File: src/rtl/id_ex_reg_pkg.sv
// Shared decode constants for the ID/EX boundary.
// The ALU, the main decoder and the ID/EX pipeline register all use this package.
package id_ex_reg_pkg;

  localparam int unsigned CtrlW = 7;

  // Bit positions inside id_ctrl: {regwrite, memtoreg, memread, memwrite, branch, alusrc, regdst}
  localparam int unsigned CtrlRegWrite = 6;
  localparam int unsigned CtrlMemToReg = 5;
  localparam int unsigned CtrlMemRead  = 4;
  localparam int unsigned CtrlMemWrite = 3;
  localparam int unsigned CtrlBranch   = 2;
  localparam int unsigned CtrlAluSrc   = 1;
  localparam int unsigned CtrlRegDst   = 0;

  typedef enum logic [1:0] {
    AluOpAdd   = 2'b00,
    AluOpSub   = 2'b01,
    AluOpFunct = 2'b10,
    AluOpRsvd  = 2'b11
  } aluop_e;

  typedef enum logic [3:0] {
    AluAnd = 4'b0000,
    AluOr  = 4'b0001,
    AluAdd = 4'b0010,
    AluSub = 4'b0110,
    AluSlt = 4'b0111,
    AluNor = 4'b1100,
    AluXor = 4'b1101
  } alu_ctl_e;

  localparam logic [5:0] FunctAdd = 6'b100000;
  localparam logic [5:0] FunctSub = 6'b100010;
  localparam logic [5:0] FunctAnd = 6'b100100;
  localparam logic [5:0] FunctOr  = 6'b100101;
  localparam logic [5:0] FunctSlt = 6'b101010;
  localparam logic [5:0] FunctNor = 6'b100111;
  localparam logic [5:0] FunctXor = 6'b100110;

  // Everything the EX stage receives, held as one register.
  typedef struct packed {
    logic        valid;
    logic [5:0]  ctrl;
    logic [3:0]  alu_ctl;
    logic        illegal;
    logic [31:0] rs_data;
    logic [31:0] rt_data;
    logic [31:0] imm;
    logic [4:0]  rs;
    logic [4:0]  rt;
    logic [4:0]  wreg;
  } ex_stage_t;

  // regdst is consumed in ID to pick the write register; EX only sees the upper six bits.
  function automatic logic [5:0] ex_ctrl_of(input logic [CtrlW-1:0] ctrl);
    return ctrl[CtrlRegWrite:CtrlAluSrc];
  endfunction

endpackage

File: src/rtl/id_ex_if.sv
// Decode-to-execute bundle: ID-side inputs, EX-side registered outputs.
// The register block takes the slave view; the driver of the ID stage takes master.
interface id_ex_if #(
  parameter int unsigned CNT_W = 16
);

  logic             stall;
  logic             flush;
  logic             id_valid;
  logic [6:0]       id_ctrl;
  logic [1:0]       id_aluop;
  logic [5:0]       id_funct;
  logic [31:0]      id_rs_data;
  logic [31:0]      id_rt_data;
  logic [31:0]      id_imm;
  logic [4:0]       id_rs;
  logic [4:0]       id_rt;
  logic [4:0]       id_rd;

  logic             ex_valid;
  logic [5:0]       ex_ctrl;
  logic [3:0]       ex_alu_ctl;
  logic             ex_illegal;
  logic [31:0]      ex_rs_data;
  logic [31:0]      ex_rt_data;
  logic [31:0]      ex_imm;
  logic [4:0]       ex_rs;
  logic [4:0]       ex_rt;
  logic [4:0]       ex_wreg;
  logic [CNT_W-1:0] bubble_cnt;

  modport master (
    output stall, flush, id_valid, id_ctrl, id_aluop, id_funct,
           id_rs_data, id_rt_data, id_imm, id_rs, id_rt, id_rd,
    input  ex_valid, ex_ctrl, ex_alu_ctl, ex_illegal, ex_rs_data, ex_rt_data,
           ex_imm, ex_rs, ex_rt, ex_wreg, bubble_cnt
  );

  modport slave (
    input  stall, flush, id_valid, id_ctrl, id_aluop, id_funct,
           id_rs_data, id_rt_data, id_imm, id_rs, id_rt, id_rd,
    output ex_valid, ex_ctrl, ex_alu_ctl, ex_illegal, ex_rs_data, ex_rt_data,
           ex_imm, ex_rs, ex_rt, ex_wreg, bubble_cnt
  );

endinterface

File: src/rtl/alu_ctl_dec.sv
// Combinational ALU control decoder: main-decoder class plus funct field to ALU op.
// Unknown operations decode to AND with the illegal flag, flagged only for real instructions.
module alu_ctl_dec
  import id_ex_reg_pkg::*;
(
  input  logic       valid_i,
  input  aluop_e     aluop_i,
  input  logic [5:0] funct_i,
  output logic [3:0] alu_ctl_o,
  output logic       illegal_o
);

  logic undecodable;

  always_comb begin
    alu_ctl_o   = AluAnd;
    undecodable = 1'b0;
    unique case (aluop_i)
      AluOpAdd: alu_ctl_o = AluAdd;
      AluOpSub: alu_ctl_o = AluSub;
      AluOpFunct: begin
        case (funct_i)
          FunctAdd: alu_ctl_o = AluAdd;
          FunctSub: alu_ctl_o = AluSub;
          FunctAnd: alu_ctl_o = AluAnd;
          FunctOr:  alu_ctl_o = AluOr;
          FunctSlt: alu_ctl_o = AluSlt;
          FunctNor: alu_ctl_o = AluNor;
          FunctXor: alu_ctl_o = AluXor;
          default: begin
            alu_ctl_o   = AluAnd;
            undecodable = 1'b1;
          end
        endcase
      end
      AluOpRsvd: begin
        alu_ctl_o   = AluAnd;
        undecodable = 1'b1;
      end
      default: begin
        alu_ctl_o   = AluAnd;
        undecodable = 1'b1;
      end
    endcase
  end

  assign illegal_o = undecodable & valid_i;

endmodule

File: src/rtl/id_ex_reg.sv
// ID/EX pipeline register with ALU-control decode ahead of the flops, stall/flush handling
// and a saturating count of bubbles inserted into the execute stage.
module id_ex_reg
  import id_ex_reg_pkg::*;
#(
  parameter int unsigned CNT_W = 16
) (
  input logic   clk,
  input logic   rst,
  id_ex_if.slave bus
);

  logic [3:0] dec_alu_ctl;
  logic       dec_illegal;

  alu_ctl_dec u_alu_ctl_dec (
    .valid_i   (bus.id_valid),
    .aluop_i   (aluop_e'(bus.id_aluop)),
    .funct_i   (bus.id_funct),
    .alu_ctl_o (dec_alu_ctl),
    .illegal_o (dec_illegal)
  );

  ex_stage_t        stage_d, stage_q;
  ex_stage_t        stage_load;
  logic [CNT_W-1:0] cnt_d, cnt_q;
  logic             load_bubble;

  always_comb begin
    stage_load         = '0;
    stage_load.valid   = 1'b1;
    stage_load.ctrl    = ex_ctrl_of(bus.id_ctrl);
    stage_load.alu_ctl = dec_alu_ctl;
    stage_load.illegal = dec_illegal;
    stage_load.rs_data = bus.id_rs_data;
    stage_load.rt_data = bus.id_rt_data;
    stage_load.imm     = bus.id_imm;
    stage_load.rs      = bus.id_rs;
    stage_load.rt      = bus.id_rt;
    stage_load.wreg    = bus.id_ctrl[CtrlRegDst] ? bus.id_rd : bus.id_rt;
  end

  // flush beats stall; an empty decode slot becomes a bubble only when not stalled.
  assign load_bubble = bus.flush | (~bus.stall & ~bus.id_valid);

  always_comb begin
    stage_d = stage_q;
    cnt_d   = cnt_q;
    if (load_bubble) begin
      stage_d = '0;
      if (!(&cnt_q)) begin
        cnt_d = cnt_q + {{(CNT_W-1){1'b0}}, 1'b1};
      end
    end else if (!bus.stall) begin
      stage_d = stage_load;
    end
  end

  always_ff @(posedge clk) begin
    if (rst) begin
      stage_q <= '0;
      cnt_q   <= '0;
    end else begin
      stage_q <= stage_d;
      cnt_q   <= cnt_d;
    end
  end

  assign bus.ex_valid   = stage_q.valid;
  assign bus.ex_ctrl    = stage_q.ctrl;
  assign bus.ex_alu_ctl = stage_q.alu_ctl;
  assign bus.ex_illegal = stage_q.illegal;
  assign bus.ex_rs_data = stage_q.rs_data;
  assign bus.ex_rt_data = stage_q.rt_data;
  assign bus.ex_imm     = stage_q.imm;
  assign bus.ex_rs      = stage_q.rs;
  assign bus.ex_rt      = stage_q.rt;
  assign bus.ex_wreg    = stage_q.wreg;
  assign bus.bubble_cnt = cnt_q;

endmodule

File: src/flat_wrapper.sv
// flat-port wrapper written by rule: the top's interface ports become plain ports
module id_ex_reg_flat import id_ex_reg_pkg::*;
#(
  parameter int unsigned CNT_W = 16
)
  (clk, rst, bus_stall, bus_flush, bus_id_valid, bus_id_ctrl, bus_id_aluop, bus_id_funct, bus_id_rs_data, bus_id_rt_data, bus_id_imm, bus_id_rs, bus_id_rt, bus_id_rd, bus_ex_valid, bus_ex_ctrl, bus_ex_alu_ctl, bus_ex_illegal, bus_ex_rs_data, bus_ex_rt_data, bus_ex_imm, bus_ex_rs, bus_ex_rt, bus_ex_wreg, bus_bubble_cnt);
  id_ex_if #(.CNT_W(CNT_W)) bus_i ();
  input logic clk;
  input logic rst;
  input wire logic [$bits(bus_i.stall)-1:0] bus_stall;
  input wire logic [$bits(bus_i.flush)-1:0] bus_flush;
  input wire logic [$bits(bus_i.id_valid)-1:0] bus_id_valid;
  input wire logic [$bits(bus_i.id_ctrl)-1:0] bus_id_ctrl;
  input wire logic [$bits(bus_i.id_aluop)-1:0] bus_id_aluop;
  input wire logic [$bits(bus_i.id_funct)-1:0] bus_id_funct;
  input wire logic [$bits(bus_i.id_rs_data)-1:0] bus_id_rs_data;
  input wire logic [$bits(bus_i.id_rt_data)-1:0] bus_id_rt_data;
  input wire logic [$bits(bus_i.id_imm)-1:0] bus_id_imm;
  input wire logic [$bits(bus_i.id_rs)-1:0] bus_id_rs;
  input wire logic [$bits(bus_i.id_rt)-1:0] bus_id_rt;
  input wire logic [$bits(bus_i.id_rd)-1:0] bus_id_rd;
  output wire logic [$bits(bus_i.ex_valid)-1:0] bus_ex_valid;
  output wire logic [$bits(bus_i.ex_ctrl)-1:0] bus_ex_ctrl;
  output wire logic [$bits(bus_i.ex_alu_ctl)-1:0] bus_ex_alu_ctl;
  output wire logic [$bits(bus_i.ex_illegal)-1:0] bus_ex_illegal;
  output wire logic [$bits(bus_i.ex_rs_data)-1:0] bus_ex_rs_data;
  output wire logic [$bits(bus_i.ex_rt_data)-1:0] bus_ex_rt_data;
  output wire logic [$bits(bus_i.ex_imm)-1:0] bus_ex_imm;
  output wire logic [$bits(bus_i.ex_rs)-1:0] bus_ex_rs;
  output wire logic [$bits(bus_i.ex_rt)-1:0] bus_ex_rt;
  output wire logic [$bits(bus_i.ex_wreg)-1:0] bus_ex_wreg;
  output wire logic [$bits(bus_i.bubble_cnt)-1:0] bus_bubble_cnt;
  assign bus_i.stall = bus_stall;
  assign bus_i.flush = bus_flush;
  assign bus_i.id_valid = bus_id_valid;
  assign bus_i.id_ctrl = bus_id_ctrl;
  assign bus_i.id_aluop = bus_id_aluop;
  assign bus_i.id_funct = bus_id_funct;
  assign bus_i.id_rs_data = bus_id_rs_data;
  assign bus_i.id_rt_data = bus_id_rt_data;
  assign bus_i.id_imm = bus_id_imm;
  assign bus_i.id_rs = bus_id_rs;
  assign bus_i.id_rt = bus_id_rt;
  assign bus_i.id_rd = bus_id_rd;
  assign bus_ex_valid = bus_i.ex_valid;
  assign bus_ex_ctrl = bus_i.ex_ctrl;
  assign bus_ex_alu_ctl = bus_i.ex_alu_ctl;
  assign bus_ex_illegal = bus_i.ex_illegal;
  assign bus_ex_rs_data = bus_i.ex_rs_data;
  assign bus_ex_rt_data = bus_i.ex_rt_data;
  assign bus_ex_imm = bus_i.ex_imm;
  assign bus_ex_rs = bus_i.ex_rs;
  assign bus_ex_rt = bus_i.ex_rt;
  assign bus_ex_wreg = bus_i.ex_wreg;
  assign bus_bubble_cnt = bus_i.bubble_cnt;
  id_ex_reg #(.CNT_W(CNT_W)) u_core (.clk(clk), .rst(rst), .bus(bus_i));
endmodule
File: config.mk
export PLATFORM = sky130hd
export DESIGN_NAME = id_ex_reg_flat
export DESIGN_NICKNAME = d
export VERILOG_FILES = /design/src/rtl/id_ex_reg_pkg.sv /design/src/rtl/id_ex_if.sv /design/src/rtl/alu_ctl_dec.sv /design/src/rtl/id_ex_reg.sv /design/src/flat_wrapper.sv
export SDC_FILE = /design/constraint.sdc
export NUM_CORES = 1
export LEC_CHECK = 0
export ABC_CLOCK_PERIOD_IN_PS = 6300
export BUFFER_PORTS_ARGS = -buffer_cell sky130_fd_sc_hd__buf_2
export CORE_UTILIZATION = 40
export CTS_CLUSTER_DIAMETER = 100
export DETAILED_ROUTE_END_ITERATION = 16
export PLACE_DENSITY = 0.8
export SLEW_MARGIN = 20
export SYNTH_ARGS = -nofsm -noshare
export SYNTH_HDL_FRONTEND = slang
export SYNTH_HIERARCHICAL = 1
export SYNTH_SLANG_ARGS = --single-unit
File: constraint.sdc
create_clock -name clk -period 6.3 [get_ports clk]
set_input_delay 1.26 -clock clk [delete_from_list [all_inputs] [get_ports clk]]
set_output_delay 1.26 -clock clk [all_outputs]
set_load 0.1 [all_outputs]
==> results.toml <==
[worst_setup_path]
critical_path.endpoint = "u_core/bus.ex_valid"
crit_path_max_incr_delay_ns = 0.55
path_max_fanout = 71
reg2reg_to = "u_core/bus.bubble_cnt[15]"
critical_path_class = "primary input to flip-flop"
startpoint = "bus_stall"
path_cells = "buf_6 -> o21ba_1 -> nand2b_4 -> buf_4 -> a21oi_1"
end_kind = "flip-flop"
critPathSlowestCell = "buf_6"
critical_path.top_delay_family = "buffers and inverters"
startpoint_type = "primary input"
worstSetupPathDepth = 5
reg2reg_from = "u_core/bus.bubble_cnt[0]"
rrSetupSlack_ns = 4.27
worst_ep_required_time_ns = 6.63
reg2reg_depth = 5
path_buf_inv = 2
critPathArrivalTime_ns = 3.43

[cts]
cts.sinks = 139
cts_buffers = 17
clkTransAtPathRegs_ns = 0.05
cts_tree = "yes"
postCtsSetupBuffers = 0
root_buffer = "clkbuf_16"
clkLatencyLatePin_ns = 0.40
postCtsHoldBufs = 0
htree_num_levels = 4
cts_buffer_depth = 2
cts_resized = 0

[power]
power_density_mw_per_mm2 = 307
vdd_ir_drop_max_uv = 212
leakage_uw = 0.00377

[sta]
clock-skew-final_ns = 0.00261
hold_violations = 0
min_period_ns = 3.10
fin_setup_tns_ns = 0
drv_slew = 0
setup_viol = 0
worstMarginPinSlew_ns = 0.994
finalCritPeriodShare = 0.492
slew-limit-headroom = 0.338
grt_setup_unrepaired = "no"
max_freq_mhz = 323

[floorplanning]
fp-row-count = 41
num_io_pins = 270
core_area_sq_mm = 0.0128
dieWidth_um = 117
die_area_sq_mm = 0.0137
die_height_um = 117
start_util = 0.415

[logic_synthesis]
avgSynthCellArea_sq_um = 9.97
synthesis.area_sq_mm = 0.00530
synth_nets = 663
syn_inst = 531
yosys_warnings = 6
yosysTopAreaCell = "dfxtp_1"
async_flop_share = 0
ys.flop_type = "dfxtp_1"
synth_edf_count = 0
synth.cells.most_frequent = "139 x dfxtp_1, 135 x nor2_1, 122 x mux2i_1"
seq_area_frac_synth = 0.526
synth.top_cell.area_share = 0.526
synth.most_common_cell = "dfxtp_1"
ys_types = 38
synth_seq_cells = 139
synth_area_leaders = "dfxtp_1 53%, mux2i_1 23%, nor2_1 9.6%"

[cells_and_area]
fin_nets = 918
antenna_cells = 0
drive_gt1_frac = 0.387
instances_no_fill = 970
area_delta_synth_final_pct = 39.1
final_util = 0.577

[drt]
wl_per_cell_um = 13.7
drt_iter0_drc = 245
ant_nets = 0
vias = 4676
drc = 0
via_per_inst = 4.82
wirelength_um = 13200
firstDrtPassIters = 4

[place]
dp.cells = 939
hpwl_um = 9390
port_buffers = 269
gp_congestion = 0.794

[min_path]
min-delay-path-class = "flip-flop to flip-flop"

[run]
cap_violations = 0

[grt]
antenna_found_initial = 0
use_met3 = 0.0633
grt_pass1_wl_um = 19800
grt_start_max_net_pins = 72
track_usage = 0.187
grt_overflow_total = 0
use_met1 = 0.220
use_met2 = 0.311
busiest_layer = "met2"
grt_pass1_vias = 4203

[outcome]
status = "finished clean"
## cells by family after synthesis
group                      Yosys count  synth area share
muxes                              125             0.237
adders and majority gates            1           0.00236
buffers and inverters               39            0.0291
xor gates and xnor gates             1           0.00165
AOI/OAI and AO/OA                   38            0.0458
and+or+nand+nor                    188             0.159
DFF                                139             0.526
## per-stage QoR
step	area [sq um]	power [uW]	hold slack, ns	worst slack [ns]
2_1_floorplan	5300	1190	0.882	3.37
3_3_place_gp	6750	1260	0.434	2.77
3_5_place_dp	6750	1270	0.443	2.76
4_1_cts	7360	2280	0.452	3.18
5_1_grt	7370	2340	0.476	2.96
6_report	7370	2260	0.449	3.20
## state kept, by name, summed over array words and instances, names as in the netlist
register and flops:
u_core/bus.ex_valid 1, u_core/bus.ex_rs_data 32, u_core/bus.ex_alu_ctl 4, u_core/bus.bubble_cnt 16
u_core/bus.ex_ctrl 6, u_core/bus.ex_illegal 1, u_core/bus.ex_imm 32, u_core/bus.ex_rt_data 32
u_core/bus.ex_rs 5, u_core/bus.ex_rt 5, u_core/bus.ex_wreg 5
## worst min-delay path by stage
stage	depth (start not counted)	start	to	slack (ns)
after floorplan	2	u_core/bus.ex_valid	u_core/bus.ex_valid	0.88
after global placement	2	u_core/bus.ex_valid	u_core/bus.ex_valid	0.43
after detailed placement	2	u_core/bus.ex_valid	u_core/bus.ex_valid	0.44
after CTS	2	u_core/bus.ex_valid	u_core/bus.ex_valid	0.45
after global routing	2	u_core/bus.ex_valid	u_core/bus.ex_valid	0.48
final	2	u_core/bus.ex_valid	u_core/bus.ex_valid	0.45
## worst reg2reg max path, delay by kind of cell (launching register included)
kind	cells	cell delay [ns]
DFF	1	0.42
and+or+nand+nor	3	0.90
muxes	1	0.31
adders and majority gates	1	0.30
## per-layer routing
metal,up-vias,share of wire
li1,2334,-
met1,2121,0.42
met2,200,0.49
met3,21,0.076
met4,0,0.018
met5,-,0
## power by group
group | switching (uW) | internal [uW] | total (uW)
registers | 12.4 | 902 | 914
logic | 244 | 88.9 | 333
clock network | 361 | 652 | 1010
## cell type report
class	instances	area [sq um]
Tap cell	172	215
Fill cell	1115	5410
Timing Repair Buffer	271	1370
Multi-Input combinational cell	353	2370
Clock buffer	21	470
Inverter	4	15.0
Clock inverter	10	140
Sequential cell	139	2780
## cell usage in the layout, fill, tap and decap left out, types with 6 or more instances in the layout
cell / count
nor2_1: 135
dfxtp_1: 139
mux2i_1: 122
nand3_1: 6
nand4_1: 6
nand2_1: 10
clkbuf_16: 17
a21oi_1: 17
buf_2: 268
(Power assumes the default switching activity.)
